### src/rtl/alu_issue_pkg.sv
// rtl/alu_issue_pkg.sv - shared ALU op codes, MIPS opcode/funct constants and issue types
package alu_issue_pkg;

    localparam logic [2:0] ALU_AND = 3'b000;
    localparam logic [2:0] ALU_OR  = 3'b001;
    localparam logic [2:0] ALU_ADD = 3'b010;
    localparam logic [2:0] ALU_NOR = 3'b100;
    localparam logic [2:0] ALU_XOR = 3'b101;
    localparam logic [2:0] ALU_SUB = 3'b110;

    localparam logic [5:0] OPC_RTYPE = 6'h00;
    localparam logic [5:0] OPC_ADDI  = 6'h08;
    localparam logic [5:0] OPC_ADDIU = 6'h09;
    localparam logic [5:0] OPC_SLTI  = 6'h0A;
    localparam logic [5:0] OPC_SLTIU = 6'h0B;
    localparam logic [5:0] OPC_ANDI  = 6'h0C;
    localparam logic [5:0] OPC_ORI   = 6'h0D;
    localparam logic [5:0] OPC_XORI  = 6'h0E;

    localparam logic [5:0] FN_ADD  = 6'h20;
    localparam logic [5:0] FN_ADDU = 6'h21;
    localparam logic [5:0] FN_SUB  = 6'h22;
    localparam logic [5:0] FN_SUBU = 6'h23;
    localparam logic [5:0] FN_AND  = 6'h24;
    localparam logic [5:0] FN_OR   = 6'h25;
    localparam logic [5:0] FN_XOR  = 6'h26;
    localparam logic [5:0] FN_NOR  = 6'h27;
    localparam logic [5:0] FN_SLT  = 6'h2A;
    localparam logic [5:0] FN_SLTU = 6'h2B;

    typedef enum logic [1:0] {
        ST_IDLE = 2'd0,
        ST_EXEC = 2'd1,
        ST_DONE = 2'd2
    } state_e;

    typedef enum logic [1:0] {
        KIND_LOGIC   = 2'd0,
        KIND_ARITH   = 2'd1,
        KIND_CMP     = 2'd2,
        KIND_ILLEGAL = 2'd3
    } kind_e;

    typedef struct packed {
        logic [2:0] op;
        logic       unsig;
        kind_e      kind;
        logic       trap_en;
        logic       illegal;
    } dec_t;

    function automatic dec_t mk_dec(input logic [2:0] op, input logic unsig,
                                    input kind_e kind, input logic trap_en);
        dec_t d;
        d.op      = op;
        d.unsig   = unsig;
        d.kind    = kind;
        d.trap_en = trap_en;
        d.illegal = 1'b0;
        return d;
    endfunction

endpackage

### src/rtl/alu_issue_decode.sv
// rtl/alu_issue_decode.sv - combinational opcode/funct to ALU op, signedness, kind and trap decode
module alu_decode
    import alu_issue_pkg::*;
(
    input  logic [5:0] opcode_i,
    input  logic [5:0] funct_i,
    output dec_t       dec_o
);

    always_comb begin
        dec_o.op      = ALU_AND;
        dec_o.unsig   = 1'b0;
        dec_o.kind    = KIND_ILLEGAL;
        dec_o.trap_en = 1'b0;
        dec_o.illegal = 1'b1;
        case (opcode_i)
            OPC_RTYPE: begin
                case (funct_i)
                    FN_ADD:  dec_o = mk_dec(ALU_ADD, 1'b0, KIND_ARITH, 1'b1);
                    FN_ADDU: dec_o = mk_dec(ALU_ADD, 1'b1, KIND_ARITH, 1'b0);
                    FN_SUB:  dec_o = mk_dec(ALU_SUB, 1'b0, KIND_ARITH, 1'b1);
                    FN_SUBU: dec_o = mk_dec(ALU_SUB, 1'b1, KIND_ARITH, 1'b0);
                    FN_AND:  dec_o = mk_dec(ALU_AND, 1'b0, KIND_LOGIC, 1'b0);
                    FN_OR:   dec_o = mk_dec(ALU_OR,  1'b0, KIND_LOGIC, 1'b0);
                    FN_XOR:  dec_o = mk_dec(ALU_XOR, 1'b0, KIND_LOGIC, 1'b0);
                    FN_NOR:  dec_o = mk_dec(ALU_NOR, 1'b0, KIND_LOGIC, 1'b0);
                    FN_SLT:  dec_o = mk_dec(ALU_SUB, 1'b0, KIND_CMP,   1'b0);
                    FN_SLTU: dec_o = mk_dec(ALU_SUB, 1'b1, KIND_CMP,   1'b0);
                    default: ;
                endcase
            end
            OPC_ADDI:  dec_o = mk_dec(ALU_ADD, 1'b0, KIND_ARITH, 1'b1);
            OPC_ADDIU: dec_o = mk_dec(ALU_ADD, 1'b1, KIND_ARITH, 1'b0);
            OPC_SLTI:  dec_o = mk_dec(ALU_SUB, 1'b0, KIND_CMP,   1'b0);
            OPC_SLTIU: dec_o = mk_dec(ALU_SUB, 1'b1, KIND_CMP,   1'b0);
            OPC_ANDI:  dec_o = mk_dec(ALU_AND, 1'b0, KIND_LOGIC, 1'b0);
            OPC_ORI:   dec_o = mk_dec(ALU_OR,  1'b0, KIND_LOGIC, 1'b0);
            OPC_XORI:  dec_o = mk_dec(ALU_XOR, 1'b0, KIND_LOGIC, 1'b0);
            default: ;
        endcase
    end

endmodule

### src/rtl/alu_issue.sv
// rtl/alu_issue.sv - one-at-a-time issue FSM, ALU datapath, overflow trap and saturating counters
module alu_issue
    import alu_issue_pkg::*;
#(
    parameter int TRAP_EN = 1,
    parameter int CNT_W   = 16
) (
    input  logic             clk,
    input  logic             rst_n,
    input  logic             in_valid,
    output logic             in_ready,
    input  logic [5:0]       opcode,
    input  logic [5:0]       funct,
    input  logic [31:0]      a,
    input  logic [31:0]      b,
    output logic             out_valid,
    input  logic             out_ready,
    output logic [31:0]      result,
    output logic             ovf_trap,
    output logic             illegal,
    output logic [CNT_W-1:0] op_count,
    output logic [CNT_W-1:0] trap_count
);

    localparam logic [CNT_W-1:0] CNT_ONE = {{(CNT_W-1){1'b0}}, 1'b1};
    localparam logic             TRAP_ON = (TRAP_EN != 0);

    state_e           state_q;
    logic             in_ready_q;
    logic             out_valid_q;
    logic [31:0]      a_q;
    logic [31:0]      b_q;
    dec_t             dec_q;
    logic [31:0]      result_q;
    logic             ovf_q;
    logic             illegal_q;
    logic [CNT_W-1:0] op_cnt_q;
    logic [CNT_W-1:0] trap_cnt_q;

    dec_t             dec_in;
    logic [31:0]      alu_r;
    logic [31:0]      result_d;
    logic             lt;
    logic             ovf_raw;
    logic             ovf_d;
    logic [CNT_W-1:0] op_cnt_d;
    logic [CNT_W-1:0] trap_cnt_d;

    alu_decode u_decode (
        .opcode_i (opcode),
        .funct_i  (funct),
        .dec_o    (dec_in)
    );

    // lt is a real magnitude compare so it stays correct when a-b overflows
    always_comb begin
        lt = dec_q.unsig ? (a_q < b_q) : ($signed(a_q) < $signed(b_q));
        case (dec_q.op)
            ALU_AND: alu_r = a_q & b_q;
            ALU_OR:  alu_r = a_q | b_q;
            ALU_ADD: alu_r = a_q + b_q;
            ALU_NOR: alu_r = ~(a_q | b_q);
            ALU_XOR: alu_r = a_q ^ b_q;
            ALU_SUB: alu_r = a_q - b_q;
            default: alu_r = 32'h0;
        endcase
        case (dec_q.kind)
            KIND_CMP:     result_d = {31'b0, lt};
            KIND_ILLEGAL: result_d = 32'h0;
            default:      result_d = alu_r;
        endcase
        ovf_raw = 1'b0;
        if (dec_q.op == ALU_ADD)
            ovf_raw = (a_q[31] == b_q[31]) && (alu_r[31] != a_q[31]);
        else if (dec_q.op == ALU_SUB)
            ovf_raw = (a_q[31] != b_q[31]) && (alu_r[31] != a_q[31]);
        ovf_d = TRAP_ON && dec_q.trap_en && (dec_q.kind == KIND_ARITH) && ovf_raw;
        op_cnt_d   = (&op_cnt_q)   ? op_cnt_q   : op_cnt_q + CNT_ONE;
        trap_cnt_d = (&trap_cnt_q) ? trap_cnt_q : trap_cnt_q + CNT_ONE;
    end

    always_ff @(posedge clk) begin
        if (!rst_n) begin
            state_q     <= ST_IDLE;
            in_ready_q  <= 1'b1;
            out_valid_q <= 1'b0;
            a_q         <= 32'h0;
            b_q         <= 32'h0;
            dec_q       <= '0;
            result_q    <= 32'h0;
            ovf_q       <= 1'b0;
            illegal_q   <= 1'b0;
            op_cnt_q    <= '0;
            trap_cnt_q  <= '0;
        end else begin
            case (state_q)
                ST_IDLE: begin
                    if (in_valid) begin
                        a_q        <= a;
                        b_q        <= b;
                        dec_q      <= dec_in;
                        in_ready_q <= 1'b0;
                        state_q    <= ST_EXEC;
                    end
                end
                ST_EXEC: begin
                    result_q    <= result_d;
                    ovf_q       <= ovf_d;
                    illegal_q   <= dec_q.illegal;
                    op_cnt_q    <= op_cnt_d;
                    if (ovf_d)
                        trap_cnt_q <= trap_cnt_d;
                    out_valid_q <= 1'b1;
                    state_q     <= ST_DONE;
                end
                ST_DONE: begin
                    if (out_ready) begin
                        out_valid_q <= 1'b0;
                        in_ready_q  <= 1'b1;
                        state_q     <= ST_IDLE;
                    end
                end
                default: begin
                    out_valid_q <= 1'b0;
                    in_ready_q  <= 1'b1;
                    state_q     <= ST_IDLE;
                end
            endcase
        end
    end

    assign in_ready   = in_ready_q;
    assign out_valid  = out_valid_q;
    assign result     = result_q;
    assign ovf_trap   = ovf_q;
    assign illegal    = illegal_q;
    assign op_count   = op_cnt_q;
    assign trap_count = trap_cnt_q;

endmodule
### config.mk
export PLATFORM = sky130hd
export DESIGN_NAME = alu_issue
export DESIGN_NICKNAME = d
export VERILOG_FILES = /design/src/rtl/alu_issue_pkg.sv /design/src/rtl/alu_issue_decode.sv /design/src/rtl/alu_issue.sv
export SDC_FILE = /design/constraint.sdc
export NUM_CORES = 1
export LEC_CHECK = 0
export BUFFER_PORTS_ARGS = -buffer_cell sky130_fd_sc_hd__buf_2
export CAP_MARGIN = 15
export CORE_ASPECT_RATIO = 1.2
export CORE_MARGIN = 4
export CORE_UTILIZATION = 35
export DETAILED_ROUTE_END_ITERATION = 10
export PLACE_DENSITY = 0.63
export SETUP_SLACK_MARGIN = 0.4
export SYNTH_ARGS = -nofsm -noshare
export SYNTH_HDL_FRONTEND = slang
export SYNTH_SLANG_ARGS = --single-unit
### constraint.sdc
create_clock -name clk -period 9.3 [get_ports clk]
set_input_delay 0.465 -clock clk [delete_from_list [all_inputs] [get_ports clk]]
set_output_delay 0.465 -clock clk [all_outputs]
set_load 0.01 [all_outputs]
==> impl_metrics.py, run 1 <==
metrics = {
    "outcome": {
        "outcome": "finished, final reports clean",
    },
    "critical_path": {
        "crit_type": "reg -> reg",
        "cp.required_ps": 9670,
        "worst-path-max-fanout": 10,
        "cp_data_arrival_time_ps": 4110,
        "crit_path_start_kind": "flip-flop",
        "worst_setup_path_end_kind": "flip-flop",
    },
    "clock_network": {
        "ctsHoldBuffers": 0,
        "htree_levels": 4,
        "cts_tree": "built",
        "clk_latency_ps": 450,
        "cts_bufs_inserted": 17,
        "cts_root_buf": "sky130_fd_sc_hd__clkbuf_16",
        "max-clock-path-buffers": 2,
        "cts-resized-gates": 0,
        "post_cts.repair.setup_buffers": 0,
        "clock_sink_count": 142,
        "cts.reportedPaths.clkPinSlew_ps": 70,
    },
    "synth": {
        "synth-edff-count": 0,
        "synth.cells.most_frequent": "sky130_fd_sc_hd__nand2_1, sky130_fd_sc_hd__a21oi_1, sky130_fd_sc_hd__dfxtp_1",
        "synth_most_common_cell": "sky130_fd_sc_hd__nand2_1",
        "synth_ff_type": "sky130_fd_sc_hd__dfxtp_1",
        "synthCells": 1525,
        "asyncSetResetFlopFracSynth_pct": 0,
        "syn_area_um2": 11100,
        "yosysSeqAreaShare_pct": 25.5,
        "synth.ff_latch_count": 142,
        "syn_nets": 1705,
        "synthesis.yosys.warnings": 0,
        "syn_avg_cell_area_um2": 7.31,
        "synth_area_leaders": "sky130_fd_sc_hd__dfxtp_1, sky130_fd_sc_hd__ha_1, sky130_fd_sc_hd__a21oi_1, sky130_fd_sc_hd__nand2_1, sky130_fd_sc_hd__nor2_1",
        "yosys.cell_types.count": 82,
        "synth_largest_area_cell": "sky130_fd_sc_hd__dfxtp_1",
        "yosysTopAreaCellShare_pct": 25.5,
    },
    "routing": {
        "vias": 11142,
        "detail_route.drc_violations": 0,
        "route.antenna.remaining_nets": 0,
        "drt-pass1-iter-count": 7,
        "drt-total-wl_um": 35900,
        "viasPerCell": 5.54,
        "routedWlPerCell_um": 17.9,
        "detailedRoute.firstIterationViolations": 884,
    },
    "timing": {
        "tightestPinTransition_ps": 835,
        "finClkSkew_ps": 14.2,
        "worst_slew_slack_as_a_fraction_of_its_limit_pct": 43.8,
        "timing.final.hold_violations": 0,
        "totalNegativeSetupSlack_ps": 0,
        "final_period_minus_worst_setup_slack_ps": 3740,
        "unrepaired_setup_endpoints_after_global_routing": "false",
        "post-route-worst-setup-slack_ps": 5560,
        "final_critical_path_share_of_the_clock_period_pct": 40.2,
        "clock.fmax_mhz": 267,
        "setup_viol": 0,
        "slew_violations": 0,
    },
    "grt": {
        "antenna_found_initial": 0,
        "gr-total-overflow": 0,
        "grt_first_pass_wirelength_um": 57300,
        "pin_count_of_the_biggest_net_entering_global_routing": 75,
        "groute.usage.overall_pct": 20.3,
        "first_global_vias": 10587,
    },
    "pwr": {
        "switching_share_pct": 32.5,
        "netSwitchingPower_uw": 612,
        "power.density_cell_area_nw_per_um2": 149,
        "comb_power_share_pct": 24.4,
        "share_seq_of_total_power_pct": 34.9,
        "power.leakage_nw": 5.17,
        "worst_ir_drop_vdd_uv": 126,
        "internal_power_mw": 1.27,
        "power_frac_clock_pct": 40.8,
    },
    "floorplanning": {
        "initial_utilization_pct": 35.5,
        "pin_count": 148,
        "area_of_the_placeable_core_um2": 31400,
        "floorplan.rows": 71,
        "chipWidth_um": 171,
        "floorplan.die.height_um": 203,
        "design.die.area_um2": 34800,
    },
    "placement": {
        "pre_cts_ws_ps": 5590,
        "gp_congestion": 0.960,
        "place.port_buffers": 147,
        "half_perimeter_wire_length_of_the_detailed_placement_result_um": 26400,
    },
    "final_layout": {
        "layout.area.seq_um2": 2850,
        "syn2layout_area_growth_pct": 13.9,
        "filler_cell_count": 3310,
        "final_net_count": 1776,
        "drive_gt1_share_pct": 13.4,
        "diodes": 0,
        "multiInputGateArea_um2": 7500,
    },
    "flow_run": {
        "drv_cap": 0,
    },
    "min_path": {
        "class_of_the_tightest_hold_or_removal_check": "in -> reg",
    },
}
[logic make-up after synthesis]
kind of cell	synth area share, %
AOI/OAI and AO/OA	25.1
xor gates and xnor gates	3.85
adders and majority gates	11.4
buffers and inverters	7.32
DFF	25.5
muxes	4.10
and+or+nand+nor	22.8
[per-layer routing]
| layer | global-route usage, % | share of wire [%] | up-vias |
|---|---|---|---|
| li1 | - | - | 5519 |
| met1 | 25.8 | 44 | 5272 |
| met2 | 35.0 | 49 | 304 |
| met3 | 3.20 | 4.9 | 47 |
| met4 | 6.88 | 2.8 | 0 |
| met5 | 0 | 0 | - |
[through the flow]
stage	cells	hold WS [ps]	area [µm²]	total power, mW	utilization [%]
finish	2010	245	12700	1.89	40.5
global route	2010	257	12700	1.98	40.5
global placement	1978	446	12000	1.12	38.4
detailed placement	1978	453	12000	1.12	38.4
CTS	2010	236	12700	1.89	40.5
floorplan	1525	447	11100	0.993	-
[power by group through the flow]
| stage | clock, mW | sequential (mW) | combinational (mW) |
|---|---|---|---|
| floorplan | 0 | 0.664 | 0.329 |
| global placement | 0 | 0.670 | 0.448 |
| detailed placement | 0 | 0.672 | 0.453 |
| CTS | 0.781 | 0.658 | 0.455 |
| global route | 0.807 | 0.662 | 0.510 |
| finish | 0.769 | 0.658 | 0.459 |
[path summary, 6_finish.rpt]
kind | start | end | slack, ps | cells past startpoint
worst min register to register | result[31] | result[31] | 460 | 2
worst min-delay path | b[25] | b_q[25] | 250 | 3
worst max-delay path | b_q[1] | trap_count[3] | 5560 | 12
worst max register to register | b_q[1] | trap_count[3] | 5560 | 12
[sequential cells by signal, indices dropped and copies added, names as in the netlist]
register    count
trap_count     16
state_q         2
result         32
b_q            32
in_ready        1
op_count       16
ovf_trap        1
out_valid       1
dec_q           8
a_q            32
illegal         1
[cells in the final DEF (no fill, tap or decap), types with 24 or more instances in the layout]
| cell | n |
|---|---|
| sky130_fd_sc_hd__nand2_1 | 213 |
| sky130_fd_sc_hd__a21oi_1 | 176 |
| sky130_fd_sc_hd__buf_2 | 147 |
| sky130_fd_sc_hd__dfxtp_1 | 140 |
| sky130_fd_sc_hd__nor2_1 | 122 |
| sky130_fd_sc_hd__ha_1 | 98 |
| sky130_fd_sc_hd__inv_1 | 96 |
| sky130_fd_sc_hd__o21ai_0 | 65 |
| sky130_fd_sc_hd__mux2i_1 | 40 |
| sky130_fd_sc_hd__xnor2_1 | 33 |
| sky130_fd_sc_hd__nor2b_1 | 33 |
| sky130_fd_sc_hd__a211oi_1 | 33 |
| sky130_fd_sc_hd__nand3_1 | 33 |
| sky130_fd_sc_hd__nor3_1 | 24 |
| sky130_fd_sc_hd__nor4_1 | 24 |
[critical path, stage by stage, from the launching register on]
cell	delay [ps]
sky130_fd_sc_hd__dfxtp_1	470
sky130_fd_sc_hd__inv_1	100
sky130_fd_sc_hd__ha_1	330
sky130_fd_sc_hd__a211oi_1	380
sky130_fd_sc_hd__o211ai_1	200
sky130_fd_sc_hd__a211o_2	410
sky130_fd_sc_hd__a31oi_4	200
sky130_fd_sc_hd__mux2_1	340
sky130_fd_sc_hd__o211a_1	140
sky130_fd_sc_hd__and2_4	230
sky130_fd_sc_hd__xnor2_4	190
sky130_fd_sc_hd__or4b_1	510
sky130_fd_sc_hd__a21oi_1	140
[cell type report]
cell class / count / share of cell area, %
clock inverters: 13 / 1.69
clock buffers: 19 / 3.41
flip-flops and latches: 142 / 22.4
repair buffers: 159 / 6.51
inverters: 99 / 2.93
multi-input cells: 1177 / 59.1
well taps: 401 / 3.95
No activity file was read; power rests on OpenSTA's default activity.
==> inputs of run 2 (changes only) <==
==> constraint.sdc (replaced) <==
create_clock -name clk -period 3.6 [get_ports clk]
set_input_delay 0.18 -clock clk [delete_from_list [all_inputs] [get_ports clk]]
set_output_delay 0.18 -clock clk [all_outputs]
set_load 0.01 [all_outputs]
==> run 2 against run 1 <==
  * Global-route usage is 0.60 points higher
  * Non-clock buffer count is 120 higher
  * Die area did not move
  * Final cell count up 6.0%
  * Register-to-register slack got worse by 5200 ps
  * Via count is 4.9% higher
  * Largest power group unchanged
  * Highest routed layer is now met5
==> impl_metrics.py, run 2 (synthesized netlist as in run 1, its figures left out) <==
metrics = {
    "timing": {
        "tightestPinTransition_ps": 995,
        "totalNegativeSetupSlack_ps": 0,
        "slew_violations": 0,
        "final_critical_path_share_of_the_clock_period_pct": 89.4,
        "worst_slew_slack_as_a_fraction_of_its_limit_pct": 33.5,
        "clock.fmax_mhz": 311,
        "final_period_minus_worst_setup_slack_ps": 3220,
        "timing.final.hold_violations": 0,
        "finClkSkew_ps": 15.4,
        "unrepaired_setup_endpoints_after_global_routing": "true",
        "setup_viol": 0,
        "worst_hold_slack_ps": 11.4,
    },
    "pwr": {
        "netSwitchingPower_mw": 1.68,
        "internal_power_mw": 3.50,
        "power_frac_clock_pct": 38.6,
        "power.density_cell_area_nw_per_um2": 363,
        "share_seq_of_total_power_pct": 32.8,
        "power.leakage_nw": 5.79,
        "comb_power_share_pct": 28.6,
        "power.total_mw": 5.19,
        "switching_share_pct": 32.4,
        "worst_ir_drop_vdd_uv": 309,
    },
    "grt": {
        "groute.usage.overall_pct": 20.9,
        "grt_first_pass_wirelength_um": 59200,
        "gr-total-overflow": 0,
        "first_global_vias": 11222,
        "pin_count_of_the_biggest_net_entering_global_routing": 95,
        "antenna_found_initial": 1,
    },
    "routing": {
        "drt-total-wl_um": 37500,
        "route.antenna.remaining_nets": 0,
        "routedWlPerCell_um": 17.6,
        "viasPerCell": 5.49,
        "detailedRoute.firstIterationViolations": 789,
        "detail_route.drc_violations": 0,
        "drt-pass1-iter-count": 7,
        "vias": 11689,
    },
    "critical_path": {
        "worst-path-max-fanout": 5,
        "worst_setup_path_end_kind": "flip-flop",
        "cp_data_arrival_time_ps": 3590,
        "cp.required_ps": 3970,
        "crit_type": "reg -> reg",
        "crit_path_start_kind": "flip-flop",
    },
    "floorplanning": {
        "pin_count": 148,
        "floorplan.rows": 71,
        "design.die.area_um2": 34800,
        "area_of_the_placeable_core_um2": 31400,
        "chipWidth_um": 171,
        "floorplan.die.height_um": 203,
        "initial_utilization_pct": 35.5,
    },
    "flow_run": {
        "drv_cap": 0,
    },
    "clock_network": {
        "clock_sink_count": 142,
        "cts_root_buf": "sky130_fd_sc_hd__clkbuf_16",
        "clk_latency_ps": 440,
        "max-clock-path-buffers": 2,
        "cts_bufs_inserted": 17,
        "htree_levels": 4,
        "cts.reportedPaths.clkPinSlew_ps": 60,
        "cts_tree": "built",
    },
    "final_layout": {
        "final_cell_mix": "sky130_fd_sc_hd__nand2_1, sky130_fd_sc_hd__a21oi_1, sky130_fd_sc_hd__buf_2, sky130_fd_sc_hd__dfxtp_1, sky130_fd_sc_hd__nor2_1",
        "drive_gt1_share_pct": 21.8,
        "layout_commonest_cell": "sky130_fd_sc_hd__nand2_1",
        "diodes": 0,
        "syn2layout_area_growth_pct": 28.2,
        "final_area_um2": 14300,
        "final_net_count": 1897,
    },
    "min_path": {
        "class_of_the_tightest_hold_or_removal_check": "in -> reg",
    },
    "placement": {
        "place.port_buffers": 147,
        "half_perimeter_wire_length_of_the_detailed_placement_result_um": 27300,
        "dpl-instance-area_um2": 12500,
        "gp_congestion": 0.925,
    },
    "outcome": {
        "outcome": "finished, final reports clean",
    },
}
-- run 2: layout make-up --
type                            instances  area [µm²]
Clock buffer                           20         437
Timing Repair Buffer                  279        1890
Tap cell                              401         502
Inverter                               99         377
Fill cell                            3088       17100
Clock inverter                         12         210
Multi-Input combinational cell       1178        8000
Sequential cell                       142        2870
-- run 2: stage by stage --
step	utilization [%]	cells	worst slack (ps)
2_1_floorplan	-	1525	402
3_3_place_gp	39.8	2028	181
3_5_place_dp	39.8	2028	46.1
4_1_cts	44.2	2116	340
5_1_grt	45.6	2131	275
6_report	45.6	2131	381
-- run 2: final timing paths --
kind	slack, ps	to	start	depth (start not counted)
min	10	b_q[17]	b[17]	3
max	380	trap_count[3]	b_q[1]	12
min reg2reg	460	result[31]	result[31]	2
max reg2reg	380	trap_count[3]	b_q[1]	12
-- run 2: routing by layer --
layer  global-route usage [%]  up-vias  routed length (µm)
li1                         -     5742                   -
met5                        0        -                  16
met4                     6.54        2                1010
met2                     35.8      335               18200
met1                     27.2     5555               16400
met3                     2.99       55                1900
-- run 2: worst max-delay path: stages, from the launching register on --
cell,delay [ps]
sky130_fd_sc_hd__dfxtp_4,360
sky130_fd_sc_hd__inv_1,80
sky130_fd_sc_hd__ha_4,300
sky130_fd_sc_hd__o21bai_1,100
sky130_fd_sc_hd__a221o_1,360
sky130_fd_sc_hd__and3_4,190
sky130_fd_sc_hd__o31a_1,330
sky130_fd_sc_hd__nor3_4,180
sky130_fd_sc_hd__mux2i_2,300
sky130_fd_sc_hd__and2_4,240
sky130_fd_sc_hd__xnor2_4,110
sky130_fd_sc_hd__or4b_4,490
sky130_fd_sc_hd__a21oi_2,120
-- run 2: power groups by stage --
| stage | logic, mW | clock network [mW] | registers (mW) |
|---|---|---|---|
| 5_1_grt | 1.62 | 2.09 | 1.71 |
| 2_1_floorplan | 0.861 | 0 | 1.72 |
| 6_report | 1.48 | 2.00 | 1.70 |
| 3_3_place_gp | 1.26 | 0 | 1.73 |
| 4_1_cts | 1.36 | 2.04 | 1.70 |
| 3_5_place_dp | 1.27 | 0 | 1.73 |
-- run 2: what timing repair did --
| action | CTS | global route |
|---|---|---|
| gates cloned | 0 | 1 |
| hold buffers | 51 | 0 |
| endpoints found under the hold margin | 51 | 0 |
| pin swaps | 9 | 28 |
| resized for setup | 42 | 70 |
| setup endpoints to repair | 30 | 30 |
| setup buffers | 5 | 14 |
